$ cat src/rtl/bus_arb_rr3_wdt.sv
// Three-requester round-robin bus arbiter with a one-cycle settle gap after each
// release and a saturating per-grant watchdog that forces release of a stuck owner.
module bus_arb_rr3_wdt #(
    parameter int WDT_W  = 10,
    parameter int WDT_EN = 1
) (
    input  logic       clk,
    input  logic       rst_n,
    input  logic       req0,
    input  logic       req1,
    input  logic       req2,
    input  logic       finish0,
    input  logic       finish1,
    input  logic       finish2,
    input  logic       err_clr,
    output logic       gnt0,
    output logic       gnt1,
    output logic       gnt2,
    output logic [2:0] sel,
    output logic       busy,
    output logic       timeout_err,
    output logic [1:0] timeout_id
);

    typedef enum logic [1:0] {S_IDLE, S_OWN, S_GAP} state_t;

    localparam logic [WDT_W-1:0] CNT_MAX = {WDT_W{1'b1}};
    // One below the limit: the increment that would land on CNT_MAX is the expiry.
    localparam logic [WDT_W-1:0] CNT_PRE = CNT_MAX - 1'b1;

    state_t           state_q, state_d;
    logic [2:0]       gnt_q, gnt_d;
    logic [2:0]       sel_q, sel_d;
    logic             busy_q, busy_d;
    logic             err_q, err_d;
    logic [1:0]       id_q, id_d;
    logic [1:0]       owner_q, owner_d;
    logic [1:0]       last_q, last_d;
    logic [WDT_W-1:0] cnt_q, cnt_d;
    logic             armed_q, armed_d;

    logic [2:0] req_vec;
    logic [2:0] fin_vec;
    logic [1:0] prio0, prio1;
    logic [1:0] win;
    logic [2:0] win_onehot;

    assign req_vec = {req2, req1, req0};
    assign fin_vec = {finish2, finish1, finish0};

    function automatic logic [1:0] rr_next(input logic [1:0] k);
        return (k == 2'd2) ? 2'd0 : k + 2'd1;
    endfunction

    assign prio0 = rr_next(last_q);
    assign prio1 = rr_next(prio0);

    always_comb begin
        win = last_q;
        if (req_vec[prio0]) begin
            win = prio0;
        end else if (req_vec[prio1]) begin
            win = prio1;
        end
    end

    for (genvar gi = 0; gi < 3; gi++) begin : g_onehot
        assign win_onehot[gi] = (win == 2'(gi));
    end

    always_ff @(posedge clk or negedge rst_n) begin
        if (!rst_n) begin
            state_q <= S_IDLE;
            gnt_q   <= 3'b000;
            sel_q   <= 3'b000;
            busy_q  <= 1'b0;
            err_q   <= 1'b0;
            id_q    <= 2'd0;
            owner_q <= 2'd0;
            last_q  <= 2'd2;
            cnt_q   <= '0;
            armed_q <= 1'b0;
        end else begin
            state_q <= state_d;
            gnt_q   <= gnt_d;
            sel_q   <= sel_d;
            busy_q  <= busy_d;
            err_q   <= err_d;
            id_q    <= id_d;
            owner_q <= owner_d;
            last_q  <= last_d;
            cnt_q   <= cnt_d;
            armed_q <= armed_d;
        end
    end

    always_comb begin
        state_d = state_q;
        gnt_d   = gnt_q;
        sel_d   = sel_q;
        busy_d  = busy_q;
        err_d   = err_q;
        id_d    = id_q;
        owner_d = owner_q;
        last_d  = last_q;
        cnt_d   = cnt_q;
        armed_d = 1'b1;

        // Clear first so a timeout in the same cycle overrides it.
        if (err_clr) begin
            err_d = 1'b0;
        end

        case (state_q)
            S_IDLE: begin
                // armed_q keeps the first post-reset edge from granting.
                if (armed_q && (|req_vec)) begin
                    state_d = S_OWN;
                    owner_d = win;
                    gnt_d   = win_onehot;
                    sel_d   = win_onehot;
                    busy_d  = 1'b1;
                    cnt_d   = '0;
                end
            end
            S_OWN: begin
                if (fin_vec[owner_q]) begin
                    state_d = S_GAP;
                    gnt_d   = 3'b000;
                    sel_d   = 3'b000;
                    busy_d  = 1'b0;
                    last_d  = owner_q;
                end else if ((WDT_EN != 0) && (cnt_q == CNT_PRE)) begin
                    state_d = S_GAP;
                    gnt_d   = 3'b000;
                    sel_d   = 3'b000;
                    busy_d  = 1'b0;
                    last_d  = owner_q;
                    err_d   = 1'b1;
                    id_d    = owner_q;
                    cnt_d   = CNT_MAX;
                end else if (WDT_EN != 0) begin
                    cnt_d = (cnt_q == CNT_MAX) ? CNT_MAX : cnt_q + 1'b1;
                end
            end
            S_GAP: begin
                state_d = S_IDLE;
            end
            default: begin
                state_d = S_IDLE;
            end
        endcase
    end

    assign gnt0        = gnt_q[0];
    assign gnt1        = gnt_q[1];
    assign gnt2        = gnt_q[2];
    assign sel         = sel_q;
    assign busy        = busy_q;
    assign timeout_err = err_q;
    assign timeout_id  = id_q;

endmodule

$ cat config.mk
export PLATFORM = sky130hd
export DESIGN_NAME = bus_arb_rr3_wdt
export DESIGN_NICKNAME = d
export VERILOG_FILES = /design/src/rtl/bus_arb_rr3_wdt.sv
export SDC_FILE = /design/constraint.sdc
export NUM_CORES = 1
export LEC_CHECK = 0
export CAP_MARGIN = 30
export CORE_UTILIZATION = 25
export DETAILED_ROUTE_END_ITERATION = 16
export PLACE_DENSITY = 0.49
export SLEW_MARGIN = 20
export SYNTH_ARGS = -nofsm -noshare
export SYNTH_HDL_FRONTEND = slang
export SYNTH_SLANG_ARGS = --single-unit
$ cat constraint.sdc
create_clock -name clk -period 2.19 [get_ports clk]
set_input_delay 0.219 -clock clk [delete_from_list [all_inputs] [get_ports clk]]
set_output_delay 0.219 -clock clk [all_outputs]
set_load 0.1 [all_outputs]
==> results_dict.tcl <==
set metrics [dict create \
    cts.sinks 24 \
    grtUsageMet1_pct 14.1 \
    yosys.cell_count.top_type "dfrtp_1" \
    gp_congestion 0.850 \
    num_antenna_cells 0 \
    setup_violations 0 \
    peakVddDrop_mv 0.703 \
    ys_types 43 \
    fin_nets 159 \
    status "complete, no violations" \
    layout-drive-gt1-share_pct 24.5 \
    synth_warnings 0 \
    synth_seq_area_share_pct 47.1 \
    period_share_pct 88.9 \
    grt-busiest-layer "met2" \
    grtUsageTotal_pct 11.9 \
    synthTopCellsByArea "dfrtp_1 45%, a21oi_1 3.9%, nand2_1 3.8%" \
    antenna_found_initial 0 \
    cap_violations 0 \
    rrSetupSlack_ns 0.24 \
    syn_inst 127 \
    arrival_ns 2.11 \
    syn_nets 138 \
    clkLatencyLatePin_ns 0.27 \
    fmax_mhz 514 \
    syn_area_per_cell_um2 10.1 \
    initial_core_util_pct 26.5 \
    synth_edf_count 0 \
    postCtsResizedCells 0 \
    die_area_mm2 0.00540 \
    synth_top_area_share_pct 45.1 \
    placed_cell_area_mm2 0.00151 \
    portBuffers 18 \
    htree_levels 1 \
    wl_per_cell_um 13.5 \
    grt_first_pass_wirelength_um 4840 \
    leakage_nw 0.663 \
    syn_area_mm2 0.00128 \
    drt_iter0_markers 44 \
    grtUsageMet3_pct 2.88 \
    path_max_fanout 7 \
    synth-main-ff-cell "dfrtp_1" \
    use_met2_pct 21.5 \
    hold_path_class "in2async" \
    fin_worst_skew_ns 0.00445 \
    finalCriticalPeriod_ns 1.95 \
    die_width_um 73.5 \
    design.core.area_mm2 0.00482 \
    clk_path_buf_depth 2 \
    drv_slew 0 \
    rows 25 \
    ctsHoldBuffers 0 \
    dieHeight_um 73.5 \
    end_kind "flop" \
    grt_pass1_vias 1048 \
    yosysTopAreaCell "dfrtp_1" \
    r2r-end "last_q[0]" \
    cts_setup_buffers 0 \
    total_power_mw 2.13 \
    tns_ns 0 \
    dp_hpwl_um 2110 \
    gr-total-overflow 0 \
    wl_um 2880 \
    r2r_cells 5 \
    pin_count 19 \
    dr.pass1.iters 4 \
    cts_buffers 3 \
    startpoint_type "flop" \
    routed_via_density 4.80 \
    final_core_util_pct 32.9 \
    hold_ws_ns 0.304 \
    tritoncts "built" \
    root_buffer "clkbuf_8" \
    powerDensity_mw_per_mm2 1350 \
    finalHoldViolations 0 \
    grt_max_degree 25 \
    path_class "reg2reg" \
    ys_seq_elements 24 \
    drc 0 \
    syn_to_final_growth_pct 23.9 \
    rr_startpoint "cnt_q[1]" \
    fin_area_mm2 0.00158 \
    synth_commonest_cells "23 x dfrtp_1, 13 x nand2_1, 10 x a21oi_1, 10 x nor2_1, 7 x inv_1" \
    num_vias 1027 \
    rsz0062_at_grt "no" \
    cp.required_ns 2.35 \
    startpoint "cnt_q[1]" \
    antenna_left 0 \
    cts.clk_slew.worst_paths_ns 0.09 \
    synthArstFlopShare_pct 100 \
]
metrics by stage:
step                std cells  worst slack, ns
CTS                       214            0.235
finish                    214            0.243
global route              214            0.155
detailed placement        210            0.189
floorplan                 127            0.318
global placement          210            0.218
layer usage:
metal / wire length [um] / part of all wire, %
met3: 75 / 2.6
met1: 1330 / 46
met4: 16 / 0.56
met5: 0 / 0
met2: 1460 / 51
layout by cell type, fill, tap and decap left out, types with 2 or more instances in the layout:
| cell type | Yosys | final |
|---|---|---|
| dfrtp_1 | 23 | 23 |
| clkdlybuf4s50_1 | 0 | 8 |
| mux2_2 | 3 | 3 |
| nor2b_1 | 2 | 2 |
| nor4_1 | 2 | 2 |
| and4_1 | 3 | 3 |
| ha_1 | 2 | 2 |
| o22ai_1 | 2 | 2 |
| buf_4 | 3 | 14 |
| nand2_1 | 13 | 13 |
| o21ai_0 | 6 | 6 |
| mux2_4 | 2 | 2 |
| nor2_1 | 10 | 10 |
| a21oi_1 | 10 | 10 |
| o221a_2 | 4 | 4 |
| nand3_1 | 6 | 6 |
| o2bb2ai_1 | 2 | 2 |
| inv_1 | 7 | 7 |
| clkbuf_8 | 0 | 3 |
flip-flops by register name, summed over array words and instances, names as in the netlist:
name,cells
last_q,2
timeout_err,1
armed_q,1
sel,3
owner_q,2
timeout_id,2
state_q,2
busy,1
cnt_q,10
worst max-delay path by stage:
stage | to | cells past startpoint | slack, ns
2_1_floorplan | last_q[0] | 6 | 0.32
3_3_place_gp | cnt_q[9] | 5 | 0.22
3_5_place_dp | timeout_id[0] | 5 | 0.19
4_1_cts | last_q[0] | 5 | 0.23
5_1_grt | last_q[0] | 5 | 0.15
6_report | last_q[0] | 5 | 0.24
cell families (layout without fill, tap and decap cells):
logic type | after synthesis | count (layout) | share of synthesized area [%]
buffers and inverters | 13 | 33 | 4.80
muxes | 5 | 5 | 5.00
DFF | 24 | 24 | 47.1
AOI/OAI and AO/OA | 35 | 35 | 20.9
other | 1 | 1 | 0.294
and+or+nand+nor | 47 | 47 | 20.0
adders and majority gates | 2 | 2 | 1.96
where the power goes:
part | leakage [nW] | internal, mW | switching [mW]
sequential | 0.312 | 0.564 | 0.110
combinational | 0.315 | 0.318 | 0.746
clock | 0.0357 | 0.244 | 0.148
critical path, stage by stage, from the launching register on:
cell and delay, ns:
dfrtp_1 0.43, ha_1 0.20, inv_1 0.05, or4_4 0.58
a21oi_4 0.26, mux2_4 0.32
layout make-up:
cell class	instances	area, um2
Fill cell	516	3230
Multi-Input combinational cell	90	614
Sequential cell	24	602
Timing Repair Buffer	22	185
Tap cell	67	83.8
Clock buffer	3	41.3
Clock inverter	1	30.0
Inverter	7	26.3
Power figures use the tool's default switching activity.
